==> src/rtl/game_flow_sequencer.sv <==
// Bumpy top-level game-flow controller: sequences the menu, play, died,
// win and game-over screens, owns lives and level progression, and drives
// the level-datapath reset and screen-select code.
module game_flow_sequencer #(
  parameter int unsigned SCREEN_SEC  = 3,
  parameter int unsigned START_LIVES = 3,
  parameter int unsigned NUM_LEVELS  = 3
) (
  input  logic       clk,
  input  logic       resetN,
  input  logic       one_sec,
  input  logic       start_req,
  input  logic [1:0] lvl_selected,
  input  logic       bumpy_died,
  input  logic       level_comp,
  output logic [2:0] game_state,
  output logic       reset_lvl_N,
  output logic [1:0] lvl,
  output logic [2:0] lives,
  output logic [3:0] secs_left
);

  typedef enum logic [2:0] {
    S_MENU = 3'd0,
    S_PLAY = 3'd1,
    S_DIED = 3'd2,
    S_WIN  = 3'd3,
    S_OVER = 3'd4
  } state_t;

  localparam logic [1:0] LAST_LVL   = 2'(NUM_LEVELS - 1);
  localparam logic [2:0] LIVES_INIT = 3'(START_LIVES);
  localparam logic [3:0] SCR_LEN    = 4'(SCREEN_SEC);
  localparam logic [3:0] SCR_LAST   = 4'(SCREEN_SEC - 1);

  state_t     state_q, state_d;
  logic [1:0] lvl_q, lvl_d;
  logic [2:0] lives_q, lives_d;
  logic [3:0] timer_q, timer_d;
  logic       start_d_q, died_d_q, level_d_q;

  logic       evt_start, evt_died, evt_level;
  logic       timed;
  logic       tick_last;

  assign evt_start = start_req  & ~start_d_q;
  assign evt_died  = bumpy_died & ~died_d_q;
  assign evt_level = level_comp & ~level_d_q;

  assign timed     = (state_q == S_DIED) || (state_q == S_WIN) || (state_q == S_OVER);
  assign tick_last = one_sec && (timer_q == SCR_LAST);

  // State, counters and edge-detect registers with synchronous active-low reset
  always_ff @(posedge clk) begin
    if (!resetN) begin
      state_q   <= S_MENU;
      lvl_q     <= '0;
      lives_q   <= LIVES_INIT;
      timer_q   <= '0;
      start_d_q <= 1'b0;
      died_d_q  <= 1'b0;
      level_d_q <= 1'b0;
    end else begin
      state_q   <= state_d;
      lvl_q     <= lvl_d;
      lives_q   <= lives_d;
      timer_q   <= timer_d;
      start_d_q <= start_req;
      died_d_q  <= bumpy_died;
      level_d_q <= level_comp;
    end
  end

  // Next-state, level/lives updates and screen timer
  always_comb begin
    state_d = state_q;
    lvl_d   = lvl_q;
    lives_d = lives_q;
    timer_d = timer_q;

    case (state_q)
      S_MENU: begin
        timer_d = '0;
        if (evt_start) begin
          lvl_d   = (lvl_selected > LAST_LVL) ? LAST_LVL : lvl_selected;
          lives_d = LIVES_INIT;
          state_d = S_PLAY;
        end
      end
      S_PLAY: begin
        timer_d = '0;
        if (evt_died) begin
          if (lives_q <= 3'd1) begin
            lives_d = '0;
            state_d = S_OVER;
          end else begin
            lives_d = lives_q - 3'd1;
            state_d = S_DIED;
          end
        end else if (evt_level) begin
          state_d = S_WIN;
        end
      end
      S_DIED: begin
        if (one_sec) timer_d = timer_q + 4'd1;
        if (tick_last) state_d = S_PLAY;
      end
      S_WIN: begin
        if (one_sec) timer_d = timer_q + 4'd1;
        if (tick_last) begin
          if (lvl_q >= LAST_LVL) begin
            lvl_d   = '0;
            state_d = S_MENU;
          end else begin
            lvl_d   = lvl_q + 2'd1;
            state_d = S_PLAY;
          end
        end
      end
      S_OVER: begin
        if (one_sec) timer_d = timer_q + 4'd1;
        if (tick_last) begin
          lvl_d   = '0;
          lives_d = LIVES_INIT;
          state_d = S_MENU;
        end
      end
      default: begin
        timer_d = '0;
        state_d = S_MENU;
      end
    endcase

    // Timer restarts from zero on every state change, so a tick in the
    // entry cycle is never counted by the new screen.
    if (state_d != state_q) timer_d = '0;
  end

  // Output decode straight from registered state
  always_comb begin
    game_state  = state_q;
    reset_lvl_N = (state_q == S_PLAY);
    lvl         = lvl_q;
    lives       = lives_q;
    secs_left   = timed ? (SCR_LEN - timer_q) : '0;
  end

endmodule

==> config.mk <==
export PLATFORM = sky130hd
export DESIGN_NAME = game_flow_sequencer
export DESIGN_NICKNAME = d
export VERILOG_FILES = /design/src/rtl/game_flow_sequencer.sv
export SDC_FILE = /design/constraint.sdc
export NUM_CORES = 1
export LEC_CHECK = 0
export CAP_MARGIN = 20
export CORE_MARGIN = 4
export CORE_UTILIZATION = 51
export CTS_BUF_LIST = sky130_fd_sc_hd__clkbuf_2 sky130_fd_sc_hd__clkbuf_4 sky130_fd_sc_hd__clkbuf_8
export CTS_CLUSTER_DIAMETER = 80
export CTS_CLUSTER_SIZE = 24
export DETAILED_ROUTE_END_ITERATION = 7
export HOLD_SLACK_MARGIN = 0.1
export PLACE_DENSITY = 0.81
export SETUP_SLACK_MARGIN = 0.2
export SLEW_MARGIN = 10
export SYNTH_ARGS = -nofsm -noshare
export SYNTH_HDL_FRONTEND = slang
export SYNTH_SLANG_ARGS = --single-unit
==> constraint.sdc <==
create_clock -name clk -period 2.41 [get_ports clk]
set_input_delay 0.3615 -clock clk [delete_from_list [all_inputs] [get_ports clk]]
set_output_delay 0.3615 -clock clk [all_outputs]
set_load 0.1 [all_outputs]
Word level (Yosys, flattened, before mapping)
Cells that the tools add are included.

operators by class
  equal/unequal tests = 10
  add/sub/neg operators = 4
  magnitude comparators = 3
  reduce and logical (&&, ||, !) cells = 10
  multiplexer cells = 21
  bitwise operators = 8

operators with widths
  operator             number
  $mux 3               11
  $pmux 3 s5           1
  $mux 2               5
  $pmux 3 s3           1
  $reduce_and 4->1     2
  $eq 3x2->1 const B   2
  $ne 2x2->1 const B   3
  $pmux 2 s3           1
  $reduce_bool 3->1    2
  $reduce_or 3->1      2
  $not 1->1            5
  $add 4x1->4 const B  1
  $eq 4x2->1 const B   1
  $mux 4               1
  $sub 2x4->4 const A  1
  $and 1x1->1          3
  $eq 3x1->1 const B   1
  $eq 3x3->1 const B   1
  $le 3x1->1 const B   1
  $logic_not 3->1      1
  $ne 3x3->1           1
  $sub 3x1->3 const B  1
  $add 2x1->2 const B  1
  $ge 2x2->1 const B   1
  5 further kinds      6

storage, ports and cells
  output and inout bits = 13
  register bits after elaboration = 15

Depth between registers and ports, before layout
Gate-level depths: netlist (run 1).

  word-level depth = 7
  mapped depth = 6

Worst setup path after synthesis (run 1)
Ideal clock, no wire load.

  path type = register to register
  from = register state_q[0] (netlist: game_state[0])
  to = register lives_q[0] (netlist: lives[0])
  data arrival time = 4.467 ns
  library setup time = 0.121 ns
  cell stages (with the launch flop) = 6
  slack = -2.177 ns
  cell sequence = dfxtp_1 buf_2 nor3b_1 nand2_1 a2111o_1 o31a_1

between the ends
  cells in the longest elaborated chain, start to end = 3
  elaborated cells between the ends (all ways) = 9

ends and longest elaborated chain
  what                                                                     RTL line  source
  start: declaration                                                       36        state_t state_q, state_d;
  start signal: assignment                                                 64        state_q <= state_d;
  $eq 3x1->1 *                                                             n/a
  net reset_lvl_N                                                          17        output logic reset_lvl_N,
  $ne 2x1->1 (no source line) / $reduce_bool 3->1 (equally long branches)  n/a
  $reduce_and 4->1 (no source line)                                        n/a
  end signal: assignment                                                   66        lives_q <= lives_d;
  end: declaration                                                         38        logic [2:0] lives_q, lives_d;

The timed path passes the listed nets; every way through them passes the cells marked *.
A chain may end at the register's enable or synchronous reset.

Worst setup path in the final report (run 1)
  from = register state_q[1] (netlist: game_state[1])
  to = output port secs_left[3]

between the ends
  cells in the longest elaborated chain, start to end = 4
  elaborated cells between the ends (all ways) = 6

ends and longest elaborated chain
  what                RTL line  source
  $eq 3x2->1          50        assign timed = (state_q == S_DIED) || (state_q == S_WIN) || (state_q == S_OVER);
  $logic_or 1x1->1    50
  $logic_or 1x1->1 *  50
  $mux 4 *            145       secs_left = timed ? (SCR_LEN - timer_q) : '0;
  end: declaration    20        output logic [3:0] secs_left

Mark *: on every way between the ends. The rest lies on a longest branch, timed or not.

==> results of run 1 <==
## area by class of cell
cell class / instances / share of cell area [%]
Sequential cell: 15 / 26.82
Tap cell: 16 / 1.737
Timing Repair Buffer: 22 / 15.85
Inverter: 9 / 2.932
Multi-Input combinational cell: 77 / 50.05
Clock buffer: 4 / 2.606
## through the flow
stage	hold slack [ps]	setup WS [ps]	cell area [sq um]	std cells
after floorplan	478.7	54.99	954.7	106
after global placement	481.2	255.4	1122	139
after detailed placement	492.5	218.4	1122	139
after CTS	507.7	333.5	1152	143
after global routing	543.1	224.4	1152	143
final	505.0	354.9	1152	143
## flip-flops by register name, summed over array words and instances, names as in the netlist
signal      count
lvl             2
died_d_q        1
level_d_q       1
game_state      3
start_d_q       1
lives           3
timer_q         4
## cell usage after synthesis (2+ instances only)
cell type and count:
clkbuf_1 2, nor3_1 2, nor2b_1 2, a2111o_1 2
a211oi_1 2, dfxtp_1 15, nor2_1 12, nand4b_1 3
nand3_1 3, inv_1 9, and2_1 3, xnor2_1 3
ha_1 5, nand2_1 8, o21ai_0 4, o31a_1 2
a21oi_1 4, mux2i_1 3, nand2b_1 3
## placed cells by master, fill, tap and decap left out, types with 3 or more instances in the layout
| cell | instances |
|---|---|
| clkbuf_4 | 4 |
| nor2_1 | 9 |
| and2_1 | 3 |
| nand2b_1 | 3 |
| nand2_1 | 8 |
| nand4b_1 | 3 |
| inv_1 | 9 |
| ha_1 | 5 |
| o21ai_0 | 4 |
| xnor2_1 | 3 |
| nand3_1 | 3 |
| nor2_4 | 3 |
| dfxtp_1 | 12 |
| clkdlybuf4s50_1 | 7 |
| buf_4 | 15 |
| a21oi_1 | 4 |
## cell families (layout without fill, tap and decap cells)
kind of cell | count (synthesis) | after routing | synth area share [%]
AO/OA/AOI/OAI | 22 | 22 | 18.91
XOR/XNOR | 3 | 3 | 2.942
adder cells (fa/ha/maj) | 5 | 5 | 7.003
buffers and inverters | 14 | 35 | 6.862
flip-flops | 15 | 15 | 33.61
multiplexers | 3 | 3 | 3.361
AND/OR/NAND/NOR | 44 | 44 | 27.31
## tightest hold or removal path, delay by kind of cell, from the launching register on
kind             cells  cell delay, ps
multiplexers         1              60
AND/OR/NAND/NOR      1              60
flip-flops           1             340
## final timing paths
| check | depth (start not counted) | end | slack, ps | startpoint |
|---|---|---|---|---|
| setup / recovery | 4 | secs_left[3] | 350 | game_state[1] |
| hold / removal | 2 | lvl[0] | 500 | lvl[0] |
| setup reg to reg | 5 | lives[1] | 620 | timer_q[1] |
| hold reg to reg | 2 | lvl[0] | 500 | lvl[0] |
## metal layers
metal | vias up | global-route usage, % | share of wire, %
li1 | 415 | - | -
met1 | 383 | 21.25 | 48
met2 | 13 | 29.74 | 48
met3 | 4 | 3.012 | 2.6
met4 | 0 | 8.295 | 1.5
met5 | - | 0 | 0
## where the power goes
group | internal [W] | switching (W)
clock | 0.0000754 | 0.0000814
combinational | 0.0000656 | 0.000148
sequential | 0.000260 | 0.0000243
==> flow_summary.yaml, run 1 <==
pwr:
  ir_drop_uv: 351.3
  p_leak_nw: 0.4591
  p_total_w: 0.0006550
  power-per-cell-area_mw_per_mm2: 568.4
grt:
  grt-ovfl-total: 0
  grt_pass1_wl_mm: 3.415
  grt_max_degree: 21
  antenna_found_initial: 0
  grt_pass1_vias: 804
  track_usage_pct: 17.54
placed_design:
  io_buffers: 20
  hpwlAfterDp_mm: 1.532
  place_congestion: 0.8083
min_path:
  worstHoldPathType: "flip-flop to flip-flop"
layout:
  register_area_sq_um: 309.0
  nNetsFinal: 141
  final_core_util_pct: 73.10
  n_fill_cell: 125
  layout-drive-gt1-share_pct: 23.62
  multi_input_area_sq_um: 576.8
  area_growth_pct: 28.99
  n_antenna_cell: 0
outcome:
  run_status: "completed"
die:
  dieHeight_um: 49.86
  pin_count: 21
  die_x_um: 49.86
  initial_core_util_pct: 56.67
  fp.dieArea_sq_mm: 0.002486
  core_sq_mm: 0.001577
  num_rows: 14
sta:
  setup_viol_count_final: 0
  max_slew.worst_pin.slew_ps: 625.2
  period_minus_slack_ps: 2055
  fmax_ghz: 0.4866
  period_share_pct: 85.28
  rsz0062_at_grt: "false"
  hold_viol: 0
  slew_headroom_pct: 57.50
  skew_ps: 1.108
  maxSlewViolCount: 0
  setup_tns_ps: 0
cts:
  ctsResizeCount: 0
  path_clk_slew_ps: 90
  worstSkewPairLatency_ps: 280
  clockBufferDepth: 2
  post-cts-setup-buffers: 0
  clock-sinks: 15
  numCtsBuffers: 3
  htreeDepth: 1
  cts_tree: "yes"
  hold_buffers: 0
  root_buffer: "clkbuf_4"
setup_path:
  criticalPathCategory: "flip-flop to output port"
  cp-end-kind: "output port"
  worstSetupStartpointType: "flip-flop"
  path_cells: "nor2_1, mux2i_2, nor2b_4, buf_4"
  worstPathRequired_ps: 2050
  critPathMaxStageDelay_ps: 520
  cp_max_fo: 20
  worst-path-buf-inv: 1
  path_delay_family: "multiplexers"
  crit_path_top_delay_cell: "mux2i_2"
  arrival_ps: 1690
detailed_routing:
  wl_per_cell_um: 13.72
  ant_nets: 0
  vias: 815
  drcViolationCount: 0
  drt_iter0_drc: 5
  vias_per_cell: 5.699
  drt_first_pass_iters: 4
  finalWirelength_mm: 1.962
yosys:
  ys_seq_elements: 15
  synth.top_cell.area_share_pct: 33.61
  ys_async_sr_fraction_pct: 0
  synth_edf_count: 0
  syn_nets: 119
  synth.distinct_cells: 38
  synth_area_leaders: "dfxtp_1 (34%), ha_1 (7.0%), nor2_1 (5.0%)"
  synth_top_area_cell: "dfxtp_1"
  yosysWarnings: 0
  ys_seq_area_share_pct: 33.61
  synth_cells: 106
  syn_area_sq_um: 893.4
  synth_ff_type: "dfxtp_1"
  synth.avg_cell_area_sq_um: 8.428
run:
  drv_cap: 0
No activity file was read; power rests on OpenSTA's default activity.
==> run 2, diff against run 1 <==
Settings changed: GPL_ROUTABILITY_DRIVEN from default to 1.
==> results of run 2 <==
The final DEF is identical to that of run 1; final timing and power are the same.
==> run 3, diff against run 2 <==
Settings changed: CTS_BUF_LIST sky130_fd_sc_hd__clkbuf_2 sky130_fd_sc_hd__clkbuf_4 sky130_fd_sc_hd__clkbuf_8 to sky130_fd_sc_hd__clkbuf_8.
==> run 3 against run 2 <==
Net effect: clock power rose by 29%; non-clock buffer count did not move; count of clock-buffer cells in the layout fell by 1; via count rose by 0.49%; critical path type unchanged; design area rose by 1.3%.
==> flow_summary.yaml, run 3 (synthesis gave the netlist of run 1 again) <==
sta:
  period_minus_slack_ps: 2016
  fin_ws_ps: 393.8
  hold_viol: 0
  setup_viol_count_final: 0
  slew_headroom_pct: 57.27
  maxSlewViolCount: 0
  max_slew.worst_pin.slew_ps: 628.6
  hold_ws_ps: 501.3
  setup_tns_ps: 0
  fmax_ghz: 0.4960
  skew_ps: 1.791
  rsz0062_at_grt: "false"
  period_share_pct: 83.66
placed_design:
  io_buffers: 20
  hpwlAfterDp_mm: 1.532
  place_congestion: 0.8083
  place_ws_ps: 218.4
grt:
  grt_pass1_wl_mm: 3.436
  grt-ovfl-total: 0
  busiest_layer: "met2"
  met2_usage_pct: 30.18
  met3_usage_pct: 3.916
  antenna_found_initial: 0
  track_usage_pct: 17.66
  met1_usage_pct: 21.25
  grt_max_degree: 21
  grt_pass1_vias: 798
detailed_routing:
  ant_nets: 0
  drcViolationCount: 0
  vias: 819
  finalWirelength_mm: 1.993
  drt_first_pass_iters: 4
  vias_per_cell: 5.727
  wl_per_cell_um: 13.94
  drt_iter0_drc: 8
cts:
  numCtsBuffers: 3
  root_buffer: "clkbuf_8"
  hold_buffers: 0
  clock-sinks: 15
  ctsResizeCount: 0
  cts_tree: "yes"
  worstSkewPairLatency_ps: 250
  htreeDepth: 1
  post-cts-setup-buffers: 0
  clockBufferDepth: 2
  path_clk_slew_ps: 60
die:
  die_x_um: 49.86
  num_rows: 14
  fp.dieArea_sq_mm: 0.002486
  core_sq_mm: 0.001577
  pin_count: 21
  dieHeight_um: 49.86
  initial_core_util_pct: 56.67
layout:
  final_common_cell: "buf_4"
  area_growth_pct: 30.67
  layout-drive-gt1-share_pct: 22.83
  n_fill_cell: 125
  final_core_util_pct: 74.05
  largest_reg_flops: 4
  nNetsFinal: 141
  n_antenna_cell: 0
  final_cell_mix: "buf_4 (15), dfxtp_1 (12), inv_1 (10)"
  top_register: "timer_q"
pwr:
  p_leak_nw: 0.4676
  ir_drop_uv: 391.9
  power-per-cell-area_mw_per_mm2: 600.7
run:
  drv_cap: 0
min_path:
  hold_depth: 2
  worstHoldPathType: "flip-flop to flip-flop"
outcome:
  run_status: "completed"
setup_path:
  ff2ff_path_depth: 5
  cp_max_fo: 20
  cp-end-kind: "output port"
  arrival_ps: 1650
  worstSetupStartpointType: "flip-flop"
  criticalPathCategory: "flip-flop to output port"
  worstPathRequired_ps: 2050
[run 3: layer usage]
layer,wire (um),vias up
met5,0,-
met4,27,0
met3,59,4
met2,973,15
met1,932,386
li1,-,414
[run 3: layout make-up]
cell class | instances | area, sq um | share of cell area, %
multi-input combinational | 77 | 576.8 | 49.41
inverter | 9 | 33.78 | 2.894
clock buffer | 3 | 41.29 | 3.537
sequential | 15 | 309.0 | 26.47
tap | 16 | 20.02 | 1.715
timing repair buffer | 22 | 182.7 | 15.65
clock inverter | 1 | 3.754 | 0.3215
[run 3: per-stage QoR]
stage / std cells / total power [W] / instance area (sq um)
final: 143 / 0.0007012 / 1167
after global routing: 143 / 0.0007316 / 1167
after CTS: 143 / 0.0007061 / 1167
after detailed placement: 139 / 0.0005041 / 1122
after global placement: 139 / 0.0005011 / 1122
after floorplan: 106 / 0.0004579 / 954.7
[run 3: worst max-delay path, cell delays in order, from the launching register on]
cell and delay [ps]:
dfxtp_4 480, nor2_1 90, mux2i_2 520, nor2b_4 60
buf_4 250
[run 3: report_power, final]
group	leakage (nW)	internal, W	switching [W]	total, W
combinational	0.316	0.0000656	0.000148	0.000214
clock	0.0269	0.000113	0.0000900	0.000203
sequential	0.124	0.000260	0.0000242	0.000285
total	0.468	0.000439	0.000263	0.000701
[run 3: path summary, 6_finish.rpt]
check,startpoint,endpoint,slack [ps]
worst max-delay path,game_state[1],secs_left[3],390
worst min-delay path,lvl[0],lvl[0],500
worst min register to register,lvl[0],lvl[0],500
worst max register to register,timer_q[1],lives[1],610
